<file path="src/rtl/vanilla_sb_clear_scheduler.sv">
// vanilla_sb_clear_scheduler
// Schedules scoreboard-clear writebacks for remote load responses and idiv/fdiv
// completions onto the int and float regfile write ports, and tracks remote-load credits.
// Build option: define VANILLA_SB_SCHED_FIXED_PRIO_EN to make the remote FIFO head always
// win its port instead of the default 2-way round-robin.
module vanilla_sb_clear_scheduler #(
    parameter int reg_addr_width_p = 5,
    parameter int credit_max_p     = 16
) (
    input  logic                        clk_i,
    input  logic                        reset_n_i,

    input  logic                        issue_v_i,
    output logic                        credit_avail_o,

    input  logic                        remote_v_i,
    input  logic                        remote_is_float_i,
    input  logic [reg_addr_width_p-1:0] remote_id_i,
    output logic                        remote_ready_o,

    input  logic                        idiv_v_i,
    input  logic [reg_addr_width_p-1:0] idiv_id_i,
    output logic                        idiv_yumi_o,

    input  logic                        fdiv_v_i,
    input  logic [reg_addr_width_p-1:0] fdiv_id_i,
    output logic                        fdiv_yumi_o,

    input  logic                        int_wb_busy_i,
    input  logic                        float_wb_busy_i,

    output logic                        int_sb_clear_o,
    output logic [reg_addr_width_p-1:0] int_sb_clear_id_o,
    output logic                        float_sb_clear_o,
    output logic [reg_addr_width_p-1:0] float_sb_clear_id_o,

    output logic [5:0]                  outstanding_o,
    output logic                        error_o
);

    localparam logic [5:0] credit_max_lp = 6'(credit_max_p);

    typedef struct packed {
        logic                        is_float;
        logic [reg_addr_width_p-1:0] id;
    } entry_t;

    // Saturating credit update: returns {error, next_count}. Simultaneous issue and
    // return cancel; overflow past the maximum or underflow below zero holds and flags.
    function automatic logic [6:0] credit_next(input logic [5:0] cnt,
                                               input logic       inc,
                                               input logic       dec);
        logic [6:0] res;
        res = {1'b0, cnt};
        if (inc && !dec) begin
            if (cnt >= credit_max_lp) res = {1'b1, cnt};
            else                      res = {1'b0, cnt + 6'd1};
        end else if (dec && !inc) begin
            if (cnt == 6'd0) res = {1'b1, cnt};
            else             res = {1'b0, cnt - 6'd1};
        end
        return res;
    endfunction

    entry_t     fifo_mem [2];
    logic       wr_ptr_q, rd_ptr_q;
    logic [1:0] fifo_cnt_q;
    logic [5:0] credit_cnt_q;
    logic       error_q;

    logic       fifo_full, fifo_empty, enq, deq;
    entry_t     head;
    logic       head_int, head_flt;
    logic       int_pick_remote, flt_pick_remote;
    logic       int_grant_remote, int_grant_idiv;
    logic       flt_grant_remote, flt_grant_fdiv;
    logic [6:0] credit_upd;

    logic                        int_clr_vld_p1, flt_clr_vld_p1;
    logic [reg_addr_width_p-1:0] int_clr_id_p1, flt_clr_id_p1;

`ifndef VANILLA_SB_SCHED_FIXED_PRIO_EN
    logic int_prio_remote_q, flt_prio_remote_q;
`endif

    // Per-port arbitration: only the FIFO head competes, so a blocked head stalls the queue.
    always_comb begin
        fifo_full  = (fifo_cnt_q == 2'd2);
        fifo_empty = (fifo_cnt_q == 2'd0);
        head       = fifo_mem[rd_ptr_q];
        head_int   = ~fifo_empty & ~head.is_float;
        head_flt   = ~fifo_empty &  head.is_float;
`ifdef VANILLA_SB_SCHED_FIXED_PRIO_EN
        int_pick_remote = head_int;
        flt_pick_remote = head_flt;
`else
        int_pick_remote = head_int & (int_prio_remote_q | ~idiv_v_i);
        flt_pick_remote = head_flt & (flt_prio_remote_q | ~fdiv_v_i);
`endif
        int_grant_remote = ~int_wb_busy_i   & int_pick_remote;
        int_grant_idiv   = ~int_wb_busy_i   & idiv_v_i & ~int_pick_remote;
        flt_grant_remote = ~float_wb_busy_i & flt_pick_remote;
        flt_grant_fdiv   = ~float_wb_busy_i & fdiv_v_i & ~flt_pick_remote;
        deq        = int_grant_remote | flt_grant_remote;
        enq        = remote_v_i & ~fifo_full;
        credit_upd = credit_next(credit_cnt_q, issue_v_i, deq);
    end

    assign remote_ready_o      = ~fifo_full;
    assign idiv_yumi_o         = int_grant_idiv;
    assign fdiv_yumi_o         = flt_grant_fdiv;
    assign credit_avail_o      = (credit_cnt_q < credit_max_lp);
    assign outstanding_o       = credit_cnt_q;
    assign error_o             = error_q;
    assign int_sb_clear_o      = int_clr_vld_p1;
    assign int_sb_clear_id_o   = int_clr_id_p1;
    assign float_sb_clear_o    = flt_clr_vld_p1;
    assign float_sb_clear_id_o = flt_clr_id_p1;

    // FIFO payload storage: data only, validity is carried by the pointers and count.
    always_ff @(posedge clk_i) begin
        if (enq) fifo_mem[wr_ptr_q] <= '{is_float: remote_is_float_i, id: remote_id_i};
    end

    // FIFO pointers, credit counter and sticky error.
    always_ff @(posedge clk_i or negedge reset_n_i) begin
        if (!reset_n_i) begin
            wr_ptr_q     <= 1'b0;
            rd_ptr_q     <= 1'b0;
            fifo_cnt_q   <= 2'd0;
            credit_cnt_q <= 6'd0;
            error_q      <= 1'b0;
        end else begin
            if (enq) wr_ptr_q <= ~wr_ptr_q;
            if (deq) rd_ptr_q <= ~rd_ptr_q;
            fifo_cnt_q   <= fifo_cnt_q + {1'b0, enq} - {1'b0, deq};
            credit_cnt_q <= credit_upd[5:0];
            error_q      <= error_q | credit_upd[6];
        end
    end

`ifndef VANILLA_SB_SCHED_FIXED_PRIO_EN
    // Round-robin pointers: the loser of the latest grant on each port goes first next time.
    always_ff @(posedge clk_i or negedge reset_n_i) begin
        if (!reset_n_i) begin
            int_prio_remote_q <= 1'b1;
            flt_prio_remote_q <= 1'b1;
        end else begin
            if (int_grant_remote)    int_prio_remote_q <= 1'b0;
            else if (int_grant_idiv) int_prio_remote_q <= 1'b1;
            if (flt_grant_remote)    flt_prio_remote_q <= 1'b0;
            else if (flt_grant_fdiv) flt_prio_remote_q <= 1'b1;
        end
    end
`endif

    // Stage p0 -> p1: grants become one-cycle scoreboard-clear pulses.
    always_ff @(posedge clk_i or negedge reset_n_i) begin
        if (!reset_n_i) begin
            int_clr_vld_p1 <= 1'b0;
            int_clr_id_p1  <= '0;
            flt_clr_vld_p1 <= 1'b0;
            flt_clr_id_p1  <= '0;
        end else begin
            int_clr_vld_p1 <= int_grant_remote | int_grant_idiv;
            int_clr_id_p1  <= int_grant_remote ? head.id : idiv_id_i;
            flt_clr_vld_p1 <= flt_grant_remote | flt_grant_fdiv;
            flt_clr_id_p1  <= flt_grant_remote ? head.id : fdiv_id_i;
        end
    end

endmodule

</file>
<file path="config.mk">
export PLATFORM = sky130hd
export DESIGN_NAME = vanilla_sb_clear_scheduler
export DESIGN_NICKNAME = d
export VERILOG_FILES = /design/src/rtl/vanilla_sb_clear_scheduler.sv
export SDC_FILE = /design/constraint.sdc
export NUM_CORES = 1
export LEC_CHECK = 0
export ABC_AREA = 1
export CORE_MARGIN = 5
export CORE_UTILIZATION = 35
export DETAILED_ROUTE_END_ITERATION = 10
export PLACE_DENSITY = 0.61
export SLEW_MARGIN = 20
export SYNTH_ARGS = -nofsm -noshare
export SYNTH_HDL_FRONTEND = slang
export SYNTH_SLANG_ARGS = --single-unit
</file>
<file path="constraint.sdc">
create_clock -name clk_i -period 2.55 [get_ports clk_i]
set_input_delay 0.51 -clock clk_i [delete_from_list [all_inputs] [get_ports clk_i]]
set_output_delay 0.51 -clock clk_i [all_outputs]
set_load 0.01 [all_outputs]
</file>
== Word-level counts from Yosys, hierarchy flattened ==
Memory sizes are Yosys's and may differ from the RTL's.
Index checks and enable logic that the tools add are counted.

* Register bits after elaboration: 25
* Bits in writable memories: 12
* Output and inout port bits: 23
* Memories kept: 1

* Add/subtract/negate cells: 4
* $lt $le $gt $ge: 2
* Eq/ne operators: 3
* Mux-type cells: 12
* Bitwise logic cells: 28
* Reduce and logical (&&, ||, !) cells: 10

{| class="wikitable"
|+ Memories
! memory !! words !! bits a word !! rd ports !! clocked after memory_dff !! write ports !! RTL line !! source
|-
| fifo_mem || 2 || 6 || 1 || 0 || 1 || 65 || <nowiki>entry_t fifo_mem [2];</nowiki>
|}

{| class="wikitable"
|+ Operators by type and width
! cell !! count
|-
| 7-bit two-way mux || 4
|-
| 1-bit bitwise AND || 11
|-
| 1-bit inverter || 11
|-
| 5-bit two-way mux || 2
|-
| 6-bit by 1-bit adder with 6-bit output, second input constant || 1
|-
| 6-bit by 5-bit greater-or-equal comparator with 1-bit output, second input constant || 1
|-
| 6-bit logical NOT || 1
|-
| 6-bit by 5-bit < comparator with 1-bit output, second input constant || 1
|-
| 1-bit two-way mux || 6
|-
| 1-bit bitwise OR || 6
|-
| 2-bit nonzero test || 3
|-
| 6-bit by 1-bit subtractor with 6-bit output, second input constant || 1
|-
| 2-bit != test, second input constant || 2
|-
| 3-bit AND reduction || 1
|-
| 2-bit by 1-bit adder with 2-bit output || 1
|-
| 2-bit == test, second input constant || 1
|-
| 1-bit logical AND || 2
|-
| 1-bit logical NOT || 2
|-
| 2-bit logical NOT || 1
|-
| 2-bit by 1-bit subtractor with 2-bit output || 1
|}

== Logic depth before layout (Yosys ltp) ==
* Word-level depth: 10
* Depth in mapped cells: 13
* Mapped depth without buffers: 11

== Worst setup path after synthesis ==
OpenSTA, ideal clock, no wires.

* Path type: in2reg
* Start point: input idiv_v_i
* End point: register fifo_cnt_q[1]
* Arrival time: 1632 ps
* Required time: 2424 ps
* Path slack: 792 ps
* Cell stages on the path: 12
* Buffers on the path: 1
* Path through: inv_1 -> nor2_1 -> nor2_4 -> nand3_4 -> nand2_4 -> buf_8 -> inv_1 -> nand3_1 -> nand2_1 -> ha_1 -> xnor2_1 -> xor2_1

* Longest elaborated chain between the ends: 6

{| class="wikitable"
|+ Ends and longest elaborated chain
! what !! RTL line !! source
|-
| from (decl) || 21 || <nowiki>input logic idiv_v_i,</nowiki>
|-
| 1-bit inverter || 97 || <nowiki>int_pick_remote = head_int & (int_prio_remote_q | ~idiv_v_i);</nowiki>
|-
| 1-bit bitwise OR || 97 ||
|-
| 1-bit bitwise AND || 97 ||
|-
| 1-bit bitwise AND || 100 || <nowiki>int_grant_remote = ~int_wb_busy_i & int_pick_remote;</nowiki>
|-
| 1-bit bitwise OR || 104 || <nowiki>deq = int_grant_remote | flt_grant_remote;</nowiki>
|-
| 2-bit by 1-bit subtractor with 2-bit output || 136 || <nowiki>fifo_cnt_q <= fifo_cnt_q + {1'b0, enq} - {1'b0, deq};</nowiki>
|-
| to (signal assigned) || 136 ||
|-
| to (decl) || 67 || <nowiki>logic [1:0] fifo_cnt_q;</nowiki>
|}

Every way passes these cells.
A chain may end at the register's enable or synchronous reset.

== Worst setup path after layout ==
* Start point: input fdiv_v_i
* End point: output fdiv_yumi_o

* Longest elaborated chain between the ends: 5
* Elaborated cells between the ends (all ways): 6
* Classes of those cells: 6 x bitwise

{| class="wikitable"
|+ Ends and longest elaborated chain
! what !! RTL line !! source
|-
| from (decl) || 25 || <nowiki>input logic fdiv_v_i,</nowiki>
|-
| 1-bit inverter || 98 || <nowiki>flt_pick_remote = head_flt & (flt_prio_remote_q | ~fdiv_v_i);</nowiki>
|-
| 1-bit bitwise OR || 98 ||
|-
| 1-bit bitwise AND || 98 ||
|-
| 1-bit inverter || 103 || <nowiki>flt_grant_fdiv = ~float_wb_busy_i & fdiv_v_i & ~flt_pick_remote;</nowiki>
|-
| 1-bit bitwise AND * || 103 ||
|-
| to (decl) || 27 || <nowiki>output logic fdiv_yumi_o,</nowiki>
|}

Mark *: on every way between the ends. The rest lies on a longest branch, timed or not.

==> impl_results.md <==
* Met1 WL at ~1.9 mm
* First-pass GRT wire length at roughly 7 mm
* Placer Congestion at around 0.86
* Fraction of registers with async set/reset at between 60% and 70%
* Peak supply drop at 0.5091 mV
* Largest family of logic cells by synthesized area: simple AND/OR/NAND/NOR gates
* Post-synthesis cell type count at 28
* Max-cap violations at 0
* DRC Markers at 0
* Fmax at slightly above 400 MHz
* # diodes at 0
* EDFF count, synth at 12
* Area post-placement at between 2000 and 2500 µm²
* Critical path class: in2out
* Clk pin slew, worst setup/hold paths at ~0.070 ns
* Final ANT Viol Nets at 0
* CTS Sinks at 37
* Post-synthesis mux area share at 0%
* XOR/XNOR Fraction of Synth Area at roughly 3.6%
* Num rows at 27
* CTS resizes at 0
* Largest net degree at the start of global routing at 26
* DR WL met3 at 191 µm
* DR WL met2 at 1.828 mm
* Starting Density at 35.53%
* Startpoint types: input pin
* Setup crit end kind: output pin
* Drt first pass iters at 4
* P_leak at 0.001210 µW
* Avg WL per Cell at around 12 µm
* Design Power at approximately 2900 µW
* Top sig layer: met4
* Clock Tree Buf Depth at 2
* Post-Route WL at 3.947 mm
* Status: completed
* Mapped cell area at 1921 µm²
* Yosys warning total at 0
* Antenna violations before repair at 0
* IO Pins at 47
* Slew Limit Fails at 0
* Hold Buf Count CTS at 0
* CP Data Required Time at 2.04 ns
* CTS tree: built
* Compound-Gate Fraction of Synth Area at 1.303%
* Pwr dens at 1140 nW/µm²
* CP Data Arrival Time at around 1.9 ns
* Root Buffer: clkbuf_8
* Post-CTS setup buffer count at 0
* FILL cells at between 500 and 600
* Critical path's largest stage delay at roughly 0.55 ns
* CP max FO at 2
* Finish-stage setup viols at 0
* Vias in the first global route at 1476
* Detailed placer's ending HPWL at 3.048 mm
* Mapped Nets at 247
* DIE AREA at 7069 µm²
* Tcrit/Tclk final at 94.65%
* RSZ-0062 raised after global routing: false
* First-iteration detailed-routing DRC count at 82
* Critical path, cell by cell: clkdlybuf4s50_1 -> inv_1 -> nor2_1 -> nor2_4 -> a21oi_1 -> clkdlybuf4s50_1
* Slew @ Worst Pin at approximately 0.6 ns
* Register area share after synthesis at between 50% and 60%
* Clock Skew at between 0.007 and 0.008 ns
* Setup TNS at 0 ns
* I/O Buffers at 46
* CP most frequent cell: clkdlybuf4s50_1
* Core area at ~5400 µm²
* Via count at 1518
* Synth-to-Final Area Change at 32.96%
* Fin crit period at roughly 2.4 ns
* Post-route cell area at 2554 µm²
* Yosys reg bits at 37
* Ys flop type: dfrtp_1
* Post-synthesis area per instance at 8.770 µm²
* Synth Area in Simple Gates at approximately a third
* Final core utilization at between 40% and 50%
* Synth Instances at around 220
* DIE HEIGHT at between 80 and 90 µm
* Gr ovfl total at 0
* Die Span X at about 84 µm
* # nets final at between 200 and 300
* Rel. slew slack at 60.95%
* Proportion of layout cells with a drive suffix above 1 at between 10% and 20%
* H-tree depth at 2
* Final hold vios at 0
* HP Class: reg2reg
* GRT Total Usage at around an eighth
* Clk Latency, worst-skew pair at 0.28 ns
* Via/cell ratio at roughly 4.4
* Crit-path slowest cell: clkdlybuf4s50_1
* Post-synthesis adder-cell area fraction at 2.606%
* CTS Buf Count at 5
[cell families (layout without fill, tap and decap cells)]
kind of cell	Yosys count	after routing
adders and majority gates	4	4
xor gates and xnor gates	8	8
DFF	37	37
buffers and inverters	37	88
and+or+nand+nor	128	128
AOI/OAI and AO/OA	5	5
[per-layer routing]
layer | global-route usage (%) | vias up
met4 | 4.532 | 0
met1 | 15.32 | 689
met5 | 0 | -
met3 | 2.764 | 6
met2 | 19.23 | 43
li1 | - | 780
[through the flow]
step,hold slack (ns),setup WS [ns],instances
floorplan,0.2144,0.7922,219
global placement,0.4655,0.1233,334
detailed placement,0.4567,0.1230,334
CTS,0.4921,0.1253,342
global route,0.5246,0.02584,342
finish,0.4794,0.1364,342
[synth_stat cells (3+ instances only)]
library cell / number / area, µm²
xnor2_1: 3 / 26.28
nor2_2: 3 / 18.77
ha_1: 4 / 50.05
inv_1: 28 / 105.1
nand4_1: 7 / 43.79
edfxtp_1: 12 / 360.4
nand2_2: 7 / 43.79
a21oi_1: 3 / 15.01
nand2_1: 70 / 262.8
nand3_1: 17 / 85.08
nor2_1: 15 / 56.30
xor2_1: 5 / 43.79
dfrtp_1: 23 / 575.6
[flip-flops by register name, indices dropped and copies added (netlist names), 2 cells and up]
register and flops:
fifo_cnt_q 2, fifo_mem 12, float_sb_clear_id_o 5, int_sb_clear_id_o 5, outstanding_o 6
[worst paths after layout]
kind,start,end,slack (ns),depth (start not counted)
max in group asynchronous,reset_n_i,flt_prio_remote_q,1.66,2
min in group asynchronous,reset_n_i,int_sb_clear_id_o[4],0.59,2
setup reg to reg,rd_ptr_q,fifo_cnt_q[1],0.65,10
hold reg to reg,error_o,error_o,0.48,1
hold / removal,error_o,error_o,0.48,1
setup / recovery,fdiv_v_i,fdiv_yumi_o,0.14,6
[worst max-delay path, delay by kind of cell]
kind | cells | cell delay, ns
AOI/OAI and AO/OA | 1 | 0.13
buffers and inverters | 3 | 1.05
and+or+nand+nor | 2 | 0.22
[report_power, final]
group	switching, µW	leakage, µW	internal (µW)
clock network	197	0.0000554	293
logic	794	0.000746	622
registers	169	0.000408	836
[layout make-up]
class | instances | area, µm² | share of cell area, %
Clock buffer | 6 | 72.57 | 2.842
Clock inverter | 2 | 38.79 | 1.519
Inverter | 31 | 123.9 | 4.851
Multi-Input combinational cell | 145 | 757.0 | 29.64
Sequential cell | 37 | 988.4 | 38.71
Tap cell | 72 | 90.09 | 3.528
Timing Repair Buffer | 49 | 483.0 | 18.91
[placed cells by master (no fill, tap or decap)]
cell / count
nand2_1: 70
clkdlybuf4s50_1: 46
inv_1: 28
dfrtp_1: 23
nand3_1: 17
nor2_1: 15
edfxtp_1: 12
nand2_2: 7
nand4_1: 7
xor2_1: 5
clkbuf_8: 5
ha_1: 4
nor2_2: 3
xnor2_1: 3
a21oi_1: 3
buf_4: 3
nor2_4: 2
nand3_4: 2
nand3_2: 2
o21ai_0: 2
dfstp_2: 2
inv_8: 1
nand2_4: 1
inv_2: 1
clkinv_1: 1
nand3b_1: 1
nor3_1: 1
clkbuf_1: 1
bufinv_16: 1
clkinv_4: 1
Power figures use the tool's default switching activity.
